[src/rtl/pet_prg_loader.sv]
`default_nettype none
// ============================================================================
// Module   : pet_prg_loader
// Purpose  : Loads a PRG byte stream (2-byte little-endian load address
//            followed by payload) into PET main RAM through the pet2001hw
//            DMA port. The CPU is held via cpu_hold for the whole load.
//            Payload writes are confined below RAM_TOP. When the image
//            loads at BASIC_START, the BASIC end-of-program pointers
//            (VARTAB/ARYTAB/STREND) are patched afterwards.
// Ports    : clk, reset_n (async, active low)
//            dl_start/dl_valid/dl_data/dl_last -> byte stream in
//            dl_ready                          -> byte accepted this cycle
//            dma_addr/dma_din/dma_we           -> RAM write port
//            cpu_hold (to clk_stop), busy, done (pulse), error (sticky)
// Options  : PRG_AUTORUN_EN - after the pointer patch, stuff "RUN<CR>"
//            into the keyboard buffer and set its count to 4.
// Revision : 1.0 - initial release
// ============================================================================
module pet_prg_loader #(
   parameter logic [15:0] RAM_TOP     = 16'h8000,
   parameter logic [15:0] BASIC_START = 16'h0401,
   parameter logic [15:0] PTR_BASE    = 16'h002A,
   parameter int unsigned HOLD_CYCLES = 4
) (
   input  logic        clk,
   input  logic        reset_n,
   input  logic        dl_start,
   input  logic        dl_valid,
   input  logic [7:0]  dl_data,
   input  logic        dl_last,
   output logic        dl_ready,
   output logic [15:0] dma_addr,
   output logic [7:0]  dma_din,
   output logic        dma_we,
   output logic        cpu_hold,
   output logic        busy,
   output logic        done,
   output logic        error
);

   typedef enum logic [2:0] {
      IDLE   = 3'd0,
      HOLD   = 3'd1,
      HDR_LO = 3'd2,
      HDR_HI = 3'd3,
      DATA   = 3'd4,
      PTR    = 3'd5,
`ifdef PRG_AUTORUN_EN
      RUN    = 3'd7,
`endif
      FIN    = 3'd6
   } state_t;

   state_t      state;
   logic [7:0]  hold_cnt;
   logic [7:0]  addr_lo;
   logic [15:0] load_addr;
   logic [15:0] ptr;        // next payload address; equals E once payload ends
   logic [2:0]  step;       // index within the PTR / RUN write bursts

   logic        accept;
   logic        data_ok;
   logic [15:0] hdr_addr;
   logic [15:0] ptr_wr_addr;

   // dl_ready is a pure decode of the state register, so it is glitch-free
   // and already valid for the whole cycle before the sampling edge.
   assign dl_ready    = (state == HDR_LO) || (state == HDR_HI) || (state == DATA);
   assign accept      = dl_valid & dl_ready;
   assign data_ok     = (ptr < RAM_TOP);
   assign hdr_addr    = {dl_data, addr_lo};
   assign ptr_wr_addr = PTR_BASE + 16'(step);

`ifdef PRG_AUTORUN_EN
   logic [15:0] run_addr;
   logic [7:0]  run_data;

   // Keyboard buffer "RUN<CR>" at 026F..0272, then buffer count at 009E.
   always_comb begin
      run_addr = 16'h026F + 16'(step);
      run_data = 8'h00;
      case (step)
         3'd0:    run_data = 8'h52;
         3'd1:    run_data = 8'h55;
         3'd2:    run_data = 8'h4E;
         3'd3:    run_data = 8'h0D;
         default: begin
            run_addr = 16'h009E;
            run_data = 8'h04;
         end
      endcase
   end
`endif

   always_ff @(posedge clk or negedge reset_n) begin
      if (!reset_n) begin
         state     <= IDLE;
         hold_cnt  <= 8'd0;
         addr_lo   <= 8'd0;
         load_addr <= 16'd0;
         ptr       <= 16'd0;
         step      <= 3'd0;
         dma_addr  <= 16'd0;
         dma_din   <= 8'd0;
         dma_we    <= 1'b0;
         cpu_hold  <= 1'b0;
         busy      <= 1'b0;
         done      <= 1'b0;
         error     <= 1'b0;
      end else begin
         dma_we <= 1'b0;
         done   <= 1'b0;
         case (state)
            // FIN already has busy low, so a start there is honoured too.
            IDLE, FIN: begin
               if (dl_start) begin
                  busy     <= 1'b1;
                  cpu_hold <= 1'b1;
                  error    <= 1'b0;
                  hold_cnt <= 8'(HOLD_CYCLES);
                  state    <= HOLD;
               end else begin
                  state <= IDLE;
               end
            end

            HOLD: begin
               if (hold_cnt <= 8'd1) begin
                  state <= HDR_LO;
               end else begin
                  hold_cnt <= hold_cnt - 8'd1;
               end
            end

            HDR_LO: begin
               if (accept) begin
                  addr_lo <= dl_data;
                  if (dl_last) begin
                     error    <= 1'b1;
                     done     <= 1'b1;
                     busy     <= 1'b0;
                     cpu_hold <= 1'b0;
                     state    <= FIN;
                  end else begin
                     state <= HDR_HI;
                  end
               end
            end

            HDR_HI: begin
               if (accept) begin
                  load_addr <= hdr_addr;
                  ptr       <= hdr_addr;
                  step      <= 3'd0;
                  // Header-only image: nothing to write, but still patch
                  // the pointers (E = load address) at BASIC_START.
                  if (!dl_last) begin
                     state <= DATA;
                  end else if (hdr_addr == BASIC_START) begin
                     state <= PTR;
                  end else begin
                     done     <= 1'b1;
                     busy     <= 1'b0;
                     cpu_hold <= 1'b0;
                     state    <= FIN;
                  end
               end
            end

            DATA: begin
               if (accept) begin
                  ptr <= ptr + 16'd1;
                  if (data_ok) begin
                     dma_addr <= ptr;
                     dma_din  <= dl_data;
                     dma_we   <= 1'b1;
                  end else begin
                     error <= 1'b1;
                  end
                  if (dl_last) begin
                     // The current byte's range check joins the sticky flag.
                     if ((load_addr == BASIC_START) && !error && data_ok) begin
                        step  <= 3'd0;
                        state <= PTR;
                     end else begin
                        done     <= 1'b1;
                        busy     <= 1'b0;
                        cpu_hold <= 1'b0;
                        state    <= FIN;
                     end
                  end
               end
            end

            PTR: begin
               dma_addr <= ptr_wr_addr;
               dma_din  <= step[0] ? ptr[15:8] : ptr[7:0];
               dma_we   <= (ptr_wr_addr < RAM_TOP);
               if (step == 3'd5) begin
                  step <= 3'd0;
`ifdef PRG_AUTORUN_EN
                  state <= RUN;
`else
                  done     <= 1'b1;
                  busy     <= 1'b0;
                  cpu_hold <= 1'b0;
                  state    <= FIN;
`endif
               end else begin
                  step <= step + 3'd1;
               end
            end

`ifdef PRG_AUTORUN_EN
            RUN: begin
               dma_addr <= run_addr;
               dma_din  <= run_data;
               dma_we   <= (run_addr < RAM_TOP);
               if (step == 3'd4) begin
                  step     <= 3'd0;
                  done     <= 1'b1;
                  busy     <= 1'b0;
                  cpu_hold <= 1'b0;
                  state    <= FIN;
               end else begin
                  step <= step + 3'd1;
               end
            end
`endif

            default: state <= IDLE;
         endcase
      end
   end

endmodule
`default_nettype wire

[config.mk]
export PLATFORM = sky130hd
export DESIGN_NAME = pet_prg_loader
export DESIGN_NICKNAME = d
export VERILOG_FILES = /design/src/rtl/pet_prg_loader.sv
export SDC_FILE = /design/constraint.sdc
export NUM_CORES = 1
export LEC_CHECK = 0
export CAP_MARGIN = 30
export CORE_ASPECT_RATIO = 0.8
export CORE_MARGIN = 2
export CORE_UTILIZATION = 51
export DETAILED_ROUTE_END_ITERATION = 10
export HOLD_SLACK_MARGIN = 0.03
export PLACE_DENSITY_LB_ADDON = 0.05
export REMOVE_ABC_BUFFERS = 1
export SETUP_SLACK_MARGIN = 0.4
export SLEW_MARGIN = 25
export SYNTH_ARGS = -nofsm -noshare
export SYNTH_HDL_FRONTEND = slang
export SYNTH_SLANG_ARGS = --single-unit
[constraint.sdc]
create_clock -name clk -period 1.7 [get_ports clk]
set_input_delay 0.255 -clock clk [delete_from_list [all_inputs] [get_ports clk]]
set_output_delay 0.255 -clock clk [all_outputs]
set_load 0.02 [all_outputs]
==> results.yml <==
clock_network:
  cts_buffers: 9
  cts_sinks: 82
  clk_latency_ns: 0.37
  cts_buffer_depth: 2
  h-tree-depth: 3
  clk_pin_slew_ns: 0.09
  cts_root_buf: "clkbuf_8"
  cts_tree: "done"
timing:
  tightest_slew_ns: 0.453
  fin_crit_ns: 1.80
  drv_slew: 0
  rsz0062_at_grt: "yes"
  slew_headroom_pct: 69.5
  finalHoldViolCount: 0
  setup_ws_ns: -0.0985
  fin_worst_skew_ns: 0.00747
  min_period_over_period_pct: 106
  setup_violations: 16
  fmax_ghz: 0.556
yosys:
  ys.flop_type: "dfrtp_1"
  async_flop_share_pct: 100
  synth-edff-count: 0
  ys_top_cells_by_count: "103 x nand2_1, 82 x dfrtp_1, 25 x nor2_1, 17 x a21oi_1, 17 x mux2i_1"
  synthTopCellsByArea: "dfrtp_1 48%, nand2_1 9.1%, mux2i_1 4.0%"
  syn-mean-instance-area_um2: 9.49
  postSynthCellCount: 450
  synth-seq-cells: 82
  ys_warn_count: 0
  synth_cell_types: 68
  syn-cell-area_um2: 4270
  synth_top_cell_area_share_pct: 48.1
  synth_top_area_cell: "dfrtp_1"
  yosysMostFrequentCell: "nand2_1"
  yosysSeqAreaShare_pct: 48.1
layout:
  area_delta_synth_final_pct: 55.6
  stdcell_area_um2: 6640
  antennaDiodeCount: 0
  fillers: 441
  fin_nets: 601
  instances_no_fill: 697
  drive_gt1_share_pct: 50.9
power:
  p_clk_share_pct: 14.1
  p_leak_nw: 3.06
  power_frac_comb_pct: 55.9
  p_int_mw: 7.24
  p_per_area_nw_per_um2: 1920
  p_switching_mw: 5.49
  vdd_drop_max_uv: 1350
  p_seq_share_pct: 30.1
  sw_frac_of_total_pct: 43.1
placement:
  hpwl_mm: 8.55
  place_inst: 648
  gp_congestion: 0.988
  placed_area_um2: 5290
  io_buffers: 42
hold_path:
  hold_path_class: "input pin to async pin"
critical_path:
  cp-start-kind: "flip-flop"
  required_ns: 2.00
  timing.rr.end: "busy"
  crit_arrival_ns: 2.10
  ff2ff_path_depth: 6
  worstSetupEndpointType: "flip-flop"
  critical_path_class: "flip-flop to flip-flop"
  crit_path_top_delay_cell: "dfrtp_2"
  regToRegStartpoint: "state[1]"
  critPathMaxStageDelay_ns: 0.46
  crit_family: "compound AO/OA/AOI/OAI gates"
  path_cells: "and2b_4 > buf_6 > nor4b_4 > o221ai_2 > o31ai_2 > o221a_1"
  critPathBufInv: 1
  cp_max_fo: 6
  regToRegSetupSlack_ns: -0.1
drt:
  drt_first_iter_violations: 390
  firstDrtPassIters: 5
  ant_nets: 0
  remaining_drc_errors: 0
  viasPerCell: 6.13
  totalWireLength_mm: 15.2
  num_vias: 4273
  routedWlPerCell_um: 21.7
global_route:
  grt_pass1_vias: 3682
  gr-max-usage-layer: "met2"
  grt_overflow_total: 0
  use_met2_pct: 44.8
  gr-usage-met1_pct: 39.9
  grt_use_met3_pct: 6.46
  grt_usage_pct: 28.4
  antenna_found_initial: 0
  grt_max_degree: 32
  grt_pass1_wl_mm: 19.8
floorplan:
  die_w_um: 106
  core_area_um2: 8020
  die-area_um2: 9120
  boundaryPins: 43
  die_h_um: 85.8
  rows: 29
  start_util_pct: 53.2
outcome:
  violations: "setup timing"
  status: "finished with violations"
flow_run:
  maxCapViolations: 0
## cells by family (layout without fill, tap and decap cells)
logic type,after synthesis,in the layout,share of synthesized area (%)
mux,25,25,6.10
xor+xnor,3,3,0.616
flops,82,82,48.1
compound gates,103,103,17.3
buf+inv,35,174,4.16
simple gates,198,198,22.6
fa+ha+maj,4,4,1.17
## sequential cells by signal, summed over array words and instances, names as in the netlist
register   count
done           1
load_addr     16
addr_lo        8
dma_addr      16
dma_we         1
state          3
busy           1
dma_din        8
ptr           16
step           3
error          1
hold_cnt       8
## final cells by class
type                    count  area [µm²]  share of cell area, %
multi-input cells         333        2750                   41.5
flip-flops and latches     82        2060                   31.0
repair buffers            151        1420                   21.4
well taps                 108         135                   2.03
clock buffers               9         124                   1.86
clock inverters             7         124                   1.86
inverters                   7        26.3                  0.395
## worst max path at each step
stage / startpoint / to / slack (ns) / cells after the start
after floorplan: state[0] / dma_addr[15] / -0.71 / 4
after global placement: load_addr[2] / step[2] / -0.33 / 7
after detailed placement: dl_data[5] / busy / -0.35 / 6
after CTS: load_addr[4] / step[2] / -0.07 / 7
after global routing: load_addr[5] / busy / -0.15 / 8
final: state[1] / busy / -0.1 / 6
## through the flow
step                      hold slack, ns  TNS, ns  total power, mW  setup WS (ns)  util [%]
after floorplan                  -0.0406   -33.08             6.30         -0.707         -
after global placement             0.207    -5.39             8.53         -0.332      66.0
after detailed placement           0.214    -6.38             8.69         -0.350      66.0
after CTS                          0.371   -0.263             11.1        -0.0722      74.5
after global routing               0.383    -1.74             13.3         -0.147      82.9
final                              0.353   -0.578             12.7        -0.0985      82.9
## cells in the final DEF, fill, tap and decap left out, drive strengths merged, types with 2 or more instances in the layout
master | netlist | final
buf | 17 | 116
nand2 | 104 | 104
dfrtp | 82 | 82
o21ai | 29 | 29
clkbuf | 11 | 28
nor2 | 26 | 26
a21oi | 18 | 18
mux2i | 17 | 17
nand3 | 16 | 16
a21o | 10 | 10
clkdlybuf4s50 | 0 | 10
inv | 7 | 10
mux2 | 8 | 8
a211oi | 8 | 8
nor4 | 8 | 8
o22ai | 7 | 7
nor3 | 7 | 7
o31ai | 6 | 6
nand2b | 5 | 5
nand4 | 4 | 4
nor3b | 4 | 4
and2 | 4 | 4
nor2b | 4 | 4
a22oi | 4 | 4
clkdlybuf4s15 | 0 | 4
ha | 4 | 4
o211ai | 3 | 3
bufinv | 0 | 3
nor4b | 3 | 3
or2 | 2 | 2
a31oi | 2 | 2
xnor2 | 2 | 2
and3 | 2 | 2
and4 | 2 | 2
o21a | 2 | 2
or4 | 2 | 2
o221a | 2 | 2
a32oi | 2 | 2
## power groups by stage
stage,Sequential (mW),Combinational (mW),Clock [mW]
final,3.82,7.11,1.79
after global routing,3.92,7.53,1.89
after CTS,3.60,5.70,1.79
after detailed placement,3.58,5.11,0
after global placement,3.53,5.00,0
after floorplan,3.96,2.34,0
## timing repair
action / in CTS / in global routing
setup endpoints to repair: 111 / 109
pin swaps: 15 / 61
setup buffers: 9 / 18
endpoints found under the hold margin: 27 / 0
resized for setup: 163 / 153
hold buffers: 1 / 0
gates cloned: 0 / 5
## metal layers
metal / up-vias / wire [µm]
li1: 1864 / -
met1: 2104 / 6210
met2: 259 / 7330
met3: 46 / 1250
met4: 0 / 368
met5: - / 0
## worst reg2reg max path, cell delays in order, from the launching register on
cell,delay [ns]
dfrtp_2,0.46
and2b_4,0.24
buf_6,0.15
nor4b_4,0.30
o221ai_2,0.16
o31ai_2,0.21
o221a_1,0.22
Power figures use the tool's default switching activity.
